<file path="config.mk">
export PLATFORM = sky130hd
export DESIGN_NAME = fetch_unit
export DESIGN_NICKNAME = d
export VERILOG_FILES = /design/src/rtl/mycpu_pkg.sv /design/src/rtl/fetch_unit.sv
export SDC_FILE = /design/constraint.sdc
export NUM_CORES = 1
export LEC_CHECK = 0
export BUFFER_PORTS_ARGS = -buffer_cell sky130_fd_sc_hd__buf_2
export CORE_ASPECT_RATIO = 0.8
export CORE_UTILIZATION = 34
export CTS_CLUSTER_DIAMETER = 40
export DETAILED_ROUTE_END_ITERATION = 7
export GPL_TIMING_DRIVEN = 0
export PLACE_DENSITY_LB_ADDON = 0.25
export SYNTH_ARGS = -nofsm -noshare
export SYNTH_HDL_FRONTEND = slang
export SYNTH_SLANG_ARGS = --single-unit
export TNS_END_PERCENT = 20
</file>
<file path="constraint.sdc">
create_clock -name clk -period 2.7 [get_ports clk]
set_input_delay 0 -clock clk [delete_from_list [all_inputs] [get_ports clk]]
set_output_delay 0 -clock clk [all_outputs]
set_load 0.005 [all_outputs]
</file>
<file path="src/rtl/mycpu_pkg.sv">
// mycpu_pkg: shared types and constants for the mycpu pipeline.
//   fetch_state_t : state encoding of the instruction fetch FSM.
//   PC_W          : program counter / instruction memory address width.
//   pc_add        : modulo-2^PC_W addition used for PC-relative branches.
package mycpu_pkg;

  localparam int PC_W = 16;

  typedef enum logic [1:0] {
    FETCH_IDLE = 2'd0,
    FETCH_WAIT = 2'd1,
    FETCH_LOAD = 2'd2
  } fetch_state_t;

  // Branch target: the offset is two's complement, so a plain wrapping add
  // covers both forward and backward branches.
  function automatic logic [PC_W-1:0] pc_add(input logic [PC_W-1:0] pc,
                                             input logic [PC_W-1:0] offset);
    return pc + offset;
  endfunction

endpackage

</file>
<file path="src/rtl/fetch_unit.sv">
// fetch_unit: instruction fetch stage of mycpu, directly upstream of the IR.
// Owns the PC, reads instruction memory over a req/ack handshake and hands
// each fetched word to the IR with a one-cycle load strobe.
// Ports:
//   clk, rst              rising-edge clock, asynchronous active-high reset
//   fetch_req             start one fetch (honoured in IDLE only)
//   pc_branch, ia_in      PC <= PC + ia_in (honoured in IDLE only)
//   imem_req, imem_addr   memory read request and word address (= PC)
//   imem_ack, imem_rdata  memory response, data valid when ack=1
//   ins_out, il_out       fetched word and load strobe to the IR
//   fetch_done            one-cycle pulse, coincident with il_out
//   fetch_err             one-cycle pulse when a fetch times out
//   pc_out                current (registered) PC
module fetch_unit
  import mycpu_pkg::*;
#(
  parameter logic [PC_W-1:0] RESET_PC       = 16'h0000,
  parameter int              TIMEOUT_CYCLES = 16
) (
  input  logic            clk,
  input  logic            rst,
  input  logic            fetch_req,
  input  logic            pc_branch,
  input  logic [PC_W-1:0] ia_in,
  output logic            imem_req,
  output logic [PC_W-1:0] imem_addr,
  input  logic            imem_ack,
  input  logic [PC_W-1:0] imem_rdata,
  output logic [PC_W-1:0] ins_out,
  output logic            il_out,
  output logic            fetch_done,
  output logic            fetch_err,
  output logic [PC_W-1:0] pc_out
);

  localparam int                CNT_W    = $clog2(TIMEOUT_CYCLES) + 1;
  localparam logic [CNT_W-1:0]  CNT_LAST = CNT_W'(TIMEOUT_CYCLES - 1);
  localparam logic [CNT_W-1:0]  CNT_ONE  = CNT_W'(1);

  fetch_state_t     state_r;
  fetch_state_t     state_next_s;
  logic [PC_W-1:0]  pc_r;
  logic [PC_W-1:0]  ins_r;
  logic [CNT_W-1:0] cnt_r;
  logic             err_r;
  logic             timeout_s;

  // Last permitted WAIT cycle passed without an ack; an ack in that same
  // cycle takes priority, so it suppresses the timeout.
  assign timeout_s = (state_r == FETCH_WAIT) && !imem_ack && (cnt_r == CNT_LAST);

  // FSM state register.
  always_ff @(posedge clk or posedge rst) begin
    if (rst) begin
      state_r <= FETCH_IDLE;
    end else begin
      state_r <= state_next_s;
    end
  end

  // FSM next-state logic; a branch in IDLE drops a simultaneous fetch_req.
  always_comb begin
    state_next_s = state_r;
    case (state_r)
      FETCH_IDLE: begin
        if (pc_branch) begin
          state_next_s = FETCH_IDLE;
        end else if (fetch_req) begin
          state_next_s = FETCH_WAIT;
        end else begin
          state_next_s = FETCH_IDLE;
        end
      end
      FETCH_WAIT: begin
        if (imem_ack) begin
          state_next_s = FETCH_LOAD;
        end else if (timeout_s) begin
          state_next_s = FETCH_IDLE;
        end else begin
          state_next_s = FETCH_WAIT;
        end
      end
      FETCH_LOAD: state_next_s = FETCH_IDLE;
      default:    state_next_s = FETCH_IDLE;
    endcase
  end

  // FSM outputs, decoded from the state register only.
  always_comb begin
    imem_req   = 1'b0;
    il_out     = 1'b0;
    fetch_done = 1'b0;
    case (state_r)
      FETCH_IDLE: begin
        imem_req   = 1'b0;
        il_out     = 1'b0;
        fetch_done = 1'b0;
      end
      FETCH_WAIT: imem_req = 1'b1;
      FETCH_LOAD: begin
        il_out     = 1'b1;
        fetch_done = 1'b1;
      end
      default: begin
        imem_req   = 1'b0;
        il_out     = 1'b0;
        fetch_done = 1'b0;
      end
    endcase
  end

  // PC: relative branch in IDLE, post-increment on the LOAD cycle.
  always_ff @(posedge clk or posedge rst) begin
    if (rst) begin
      pc_r <= RESET_PC;
    end else if ((state_r == FETCH_IDLE) && pc_branch) begin
      pc_r <= pc_add(pc_r, ia_in);
    end else if (state_r == FETCH_LOAD) begin
      pc_r <= pc_r + 16'd1;
    end else begin
      pc_r <= pc_r;
    end
  end

  // Instruction capture; holds between fetches.
  always_ff @(posedge clk or posedge rst) begin
    if (rst) begin
      ins_r <= 16'h0000;
    end else if ((state_r == FETCH_WAIT) && imem_ack) begin
      ins_r <= imem_rdata;
    end else begin
      ins_r <= ins_r;
    end
  end

  // Timeout counter: counts WAIT cycles, cleared whenever not waiting.
  always_ff @(posedge clk or posedge rst) begin
    if (rst) begin
      cnt_r <= '0;
    end else if ((state_r == FETCH_WAIT) && !imem_ack && !timeout_s) begin
      cnt_r <= cnt_r + CNT_ONE;
    end else begin
      cnt_r <= '0;
    end
  end

  // Registered one-cycle error pulse, lands in the IDLE cycle after the abort.
  always_ff @(posedge clk or posedge rst) begin
    if (rst) begin
      err_r <= 1'b0;
    end else begin
      err_r <= timeout_s;
    end
  end

  assign imem_addr = pc_r;
  assign pc_out    = pc_r;
  assign ins_out   = ins_r;
  assign fetch_err = err_r;

endmodule
</file>
Word level (Yosys, flattened, before mapping) --
Cells that the tools add are included.
Word-level totals: bits in registers 40, bits of input ports 37, output and inout bits 52, word-level logic and storage cells 30
Cells by class: $add $sub $neg 3, equal/unequal tests 3, multiplexer cells 10, reduce and logical (&&, ||, !) cells 9
Operators with widths (count):
- 16-bit 2-to-1 mux | 2
- 16-bit by 1-bit adder with 16-bit output, second input constant | 1
- 16-bit adder | 1
- 5-bit by 1-bit adder with 5-bit output, second input constant | 1
- 5-bit by 4-bit equality test with 1-bit output, second input constant | 1
- 1-bit logical AND | 5
- 1-bit 2-to-1 mux | 5
- 5-bit 2-to-1 mux | 1
- 2-bit case mux with 2 select lines | 1
- 2-bit by 1-bit equality test with 1-bit output, second input constant | 1
- 2-bit equality test, second input constant | 1
- 1-bit logical NOT | 2
- 2-bit logical NOT | 1
- 2-bit 2-to-1 mux | 1
- 2-bit nonzero test | 1

Logic depth before layout (Yosys ltp) --
depth after elaboration 6, depth in mapped cells 12, depth with buffers taken out 10

Least setup slack after synthesis --
No wires, ideal clock.
path type register -> register, from register state_r[0], to register pc_r[15], in the netlist imem_addr[15], setup time 0.121 ns, data arrival time 2.602 ns, required time 2.579 ns, path slack -0.024 ns, stages on the path, launching flop included 13, buffers on the path 3, clock period less this slack 2.724 ns, cell sequence dfrtp_1 nor3b_1 clkbuf_2 clkbuf_1 and2_1 ha_1 buf_6 a21o_1 a21o_1 a221oi_2 o41ai_4 mux2i_1 o2bb2ai_1
Between the ends: cells in the longest elaborated chain, start to end 3, elaborated cells on any way between the ends 5, classes of those cells eq/ne: 1; mux: 1; reduce/logical: 3
Ends and longest elaborated chain:
- from (decl) | RTL line fetch_unit.sv:40 | fetch_state_t state_r;
- from (signal assigned) | RTL line fetch_unit.sv:57 | state_r <= state_next_s;
- 2-bit logical NOT | RTL line fetch_unit.sv:116 | end else if ((state_r == FETCH_IDLE) && pc_branch) begin
- 1-bit logical AND | RTL line fetch_unit.sv:116
- 16-bit 2-to-1 mux / 2-bit nonzero test (equally long branches)
- to (signal assigned) | RTL line fetch_unit.sv:117 | pc_r <= pc_add(pc_r, ia_in);
- to (signal assigned) | RTL line fetch_unit.sv:119 | pc_r <= pc_r + 16'd1;
- to (signal assigned) | RTL line fetch_unit.sv:121 | pc_r <= pc_r;
- to (decl) | RTL line fetch_unit.sv:42 | logic [PC_W-1:0] pc_r;
Parallel ways exist; a longest one is shown, timed or not. A chain may end at the register's enable or synchronous reset.

Worst setup path after layout --
from input pc_branch, to register pc_r[15], in the netlist imem_addr[15]
Between the ends: cells in the longest elaborated chain, start to end 2, elaborated cells on any way between the ends 3, classes of those cells mux: 1; reduce/logical: 2
Ends and longest elaborated chain:
- from (decl) | RTL line fetch_unit.sv:23 | input logic pc_branch,
- 1-bit logical AND (*) | RTL line fetch_unit.sv:116
- 16-bit 2-to-1 mux / 2-bit nonzero test (equally long branches)
Mark *: on every way between the ends. The rest lies on a longest branch, timed or not.

==> flow_summary.ini <==
[sta]
min_period_ns = 2.642
fmax_ghz = 0.3786
post-route-period-util_pct = 97.84
skew_ns = 0.006056
maxSlewViolCount = 0
holdWs_ns = 0.1271
worstMarginPinSlew_ns = 0.8640
max_slew_margin_pct = 42.32
rsz0062_at_grt = true
finalHoldViolations = 0
fin_ws_ns = 0.05837
setup_viol = 0

[die]
die_x_um = 97.85
start_util_pct = 35.73
die_h_um = 78.68
die_area_um2 = 7698
fp-row-count = 27
core_um2 = 6993
io-pin-count = 89

[yosys]
ys_seq_area_share_pct = 40.06
synth_top_area_share_pct = 40.06
ys.flop_type = dfrtp_1
synth_edf_count = 0
syn-cell-area_um2 = 2499
yosys-top-cells-count = dfrtp_1 (40), nand2_1 (24), a21oi_1 (18)
synthArstFlopShare_pct = 100.0
ys_warn_count = 0
ys_types = 45
synth_area_leader_cell = dfrtp_1
ys_ff_latch = 40
synth_area_leaders = dfrtp_1 (40%), ha_1 (8.5%), mux2_2 (7.7%)
syn_inst = 254
synth_fp_nets = 309
synth.most_common_cell = dfrtp_1
syn_avg_cell_area_um2 = 9.837

[power_and_ir_drop]
p_leak_nw = 1.813
p_sw_share_pct = 36.74
combPwrFrac_pct = 53.6
internal-power_mw = 2.102
p_seq_share_pct = 30.6
clkPwrFrac_pct = 15.9
powerDensity_nw_per_um2 = 901.1
ir_drop_mv = 0.3997
power.switching_mw = 1.221
total_power_mw = 3.323

[detailed_routing]
top_layer_used = met4
drtIter0Drc = 142
drt_pass1_iterations = 6
route.met2.wl_mm = 2.897
drtAntennaViolNets = 0
viasPerCell = 4.755
vias = 2235
avgRoutedWirePerCell_um = 13.08
wl_met1_mm = 2.830
met3_length_um = 387
wirelength_mm = 6.148
remaining_drc_errors = 10

[placement]
port_buffers = 88
pre_cts_ws_ns = -0.3243
dpl_cell_area_um2 = 3049
gp_congestion = 0.7801
dp_hpwl_mm = 4.173

[critical_path]
crit_path_top_delay_cell = dlygate4sd3_1
cpLargestDelayFamily = buffers and inverters
cp_num_buf_inv = 4
cpPeakStageDelay_ns = 0.53
crit_arrival_ns = 2.86
cp-end-kind = flip-flop
crit_chain = dlygate4sd3_1 -> buf_2 -> nor3b_2 -> clkbuf_8 -> buf_4 -> and2_4 -> ha_4 -> nand2_2 -> a211o_1 -> and2_4 -> o41ai_4 -> mux2i_1 -> o2bb2ai_1
required_ns = 2.92
path_max_fanout = 4
critPathLaunchType = primary input
cp_common_cell = and2_4
critPathKind = primary input to flip-flop

[global_route]
grt_pass1_wl_mm = 10.06
grt_remaining_overflow = 0
grt_start_max_net_pins = 41
antenna_found_initial = 0
grt_pass1_vias = 2180
grt_usage_pct = 16.25

[clocking]
clockBufferDepth = 2
cts_made_buffers = 5
cts-root-buf = clkbuf_8
path_clk_slew_ns = 0.08
cts.sinks = 40
cts_tree = yes
htreeDepth = 2
clk_latency_ns = 0.29

[layout]
final_nets = 437
fin_util_pct = 52.73
fillers = 644
diodes = 0
layout-drive-gt1-share_pct = 47.78
stdcell_area_um2 = 3687
synthToLayoutAreaGrowth_pct = 47.57

[min_path]
hold_path.class = primary input to flip-flop

[flow_run]
cap_violations = 0

[run_status]
failed_checks = DRC
status = complete, but fails checks
registers in the layout, indices dropped and copies added (netlist names):
signal     count
imem_addr     16
ins_out       16
cnt_r          5
state_r        2
fetch_err      1
metal layers:
layer	vias up	global-route usage [%]
li1	1117	-
met1	1050	20.94
met2	64	27.04
met3	4	4.809
met4	0	3.182
met5	-	0
per-stage QoR:
step	cells	setup TNS (ns)
final	470	0
after global routing	470	-0.1774
after CTS	462	0
after detailed placement	429	-1.134
after global placement	429	-0.9087
after floorplan	254	0
area by class of cell:
cell class	instances	area [um2]	area share, %
buffer	25	186.4	5.056
clock buffer	6	82.58	2.240
clock inverter	2	38.79	1.052
inverter	7	26.28	0.7126
multi-input combinational	181	1474	39.97
sequential	40	1001	27.15
tap	87	108.9	2.952
timing repair buffer	122	769.5	20.87
cells by family after synthesis:
logic type	synth area share, %
xor+xnor	3.856
fa+ha+maj	9.314
simple gates	16.52
flops	40.06
compound gates	14.32
mux	8.062
buf+inv	7.862
placed cells by master (no fill, tap or decap), drive strengths merged, types with 2 or more instances in the layout:
cell type / n
a21o: 4
a21oi: 18
a31oi: 2
and2: 17
buf: 119
clkbuf: 13
dfrtp: 40
dlygate4sd3: 21
ha: 17
inv: 7
mux2: 17
nand2: 24
nand2b: 2
nand3: 4
nand4: 2
nor2: 16
nor2b: 3
nor3: 5
nor3b: 2
o21a: 5
o21ai: 12
o31ai: 2
o41ai: 2
xnor2: 7
xor2: 4
tightest hold or removal path, delay by kind of cell:
| kind | cells | cell delay [ns] |
|---|---|---|
| fa+ha+maj | 1 | 0.13 |
| buf+inv | 1 | 0.07 |
| simple gates | 3 | 0.19 |
final timing paths:
check / start / end / slack, ns / cells after the start
min: ia_in[0] / imem_addr[0]$_DFFE_PP0P_ / 0.13 / 5
max: pc_branch / imem_addr[15]$_DFFE_PP0P_ / 0.06 / 13
max reg2reg: state_r[0]$_DFF_PP0_ / imem_addr[15]$_DFFE_PP0P_ / 0.06 / 11
max in group asynchronous: rst / imem_addr[4]$_DFFE_PP0P_ / 1.72 / 3
min reg2reg: cnt_r[0]$_DFF_PP0_ / cnt_r[0]$_DFF_PP0_ / 0.47 / 1
min in group asynchronous: rst / ins_out[9]$_DFFE_PP0P_ / 0.44 / 3
power by group through the flow:
stage               Combinational [mW]  Sequential, mW  Clock [mW]
finish                            1.78            1.02       0.527
global placement                  1.50           0.993           0
CTS                               1.58           0.998       0.538
floorplan                         1.01           0.997           0
global route                      1.98            1.06       0.561
detailed placement                1.52            1.01           0
what timing repair did:
action / 4_1_cts / 5_1_grt
hold buffers: 21 / 0
endpoints found under the hold margin: 59 / 0
pin swaps: 3 / 16
setup endpoints to repair: 8 / 5
gates resized for setup: 7 / 35
gates cloned: 0 / 1
buffers inserted: 4 / 8
(Power assumes the default switching activity.)
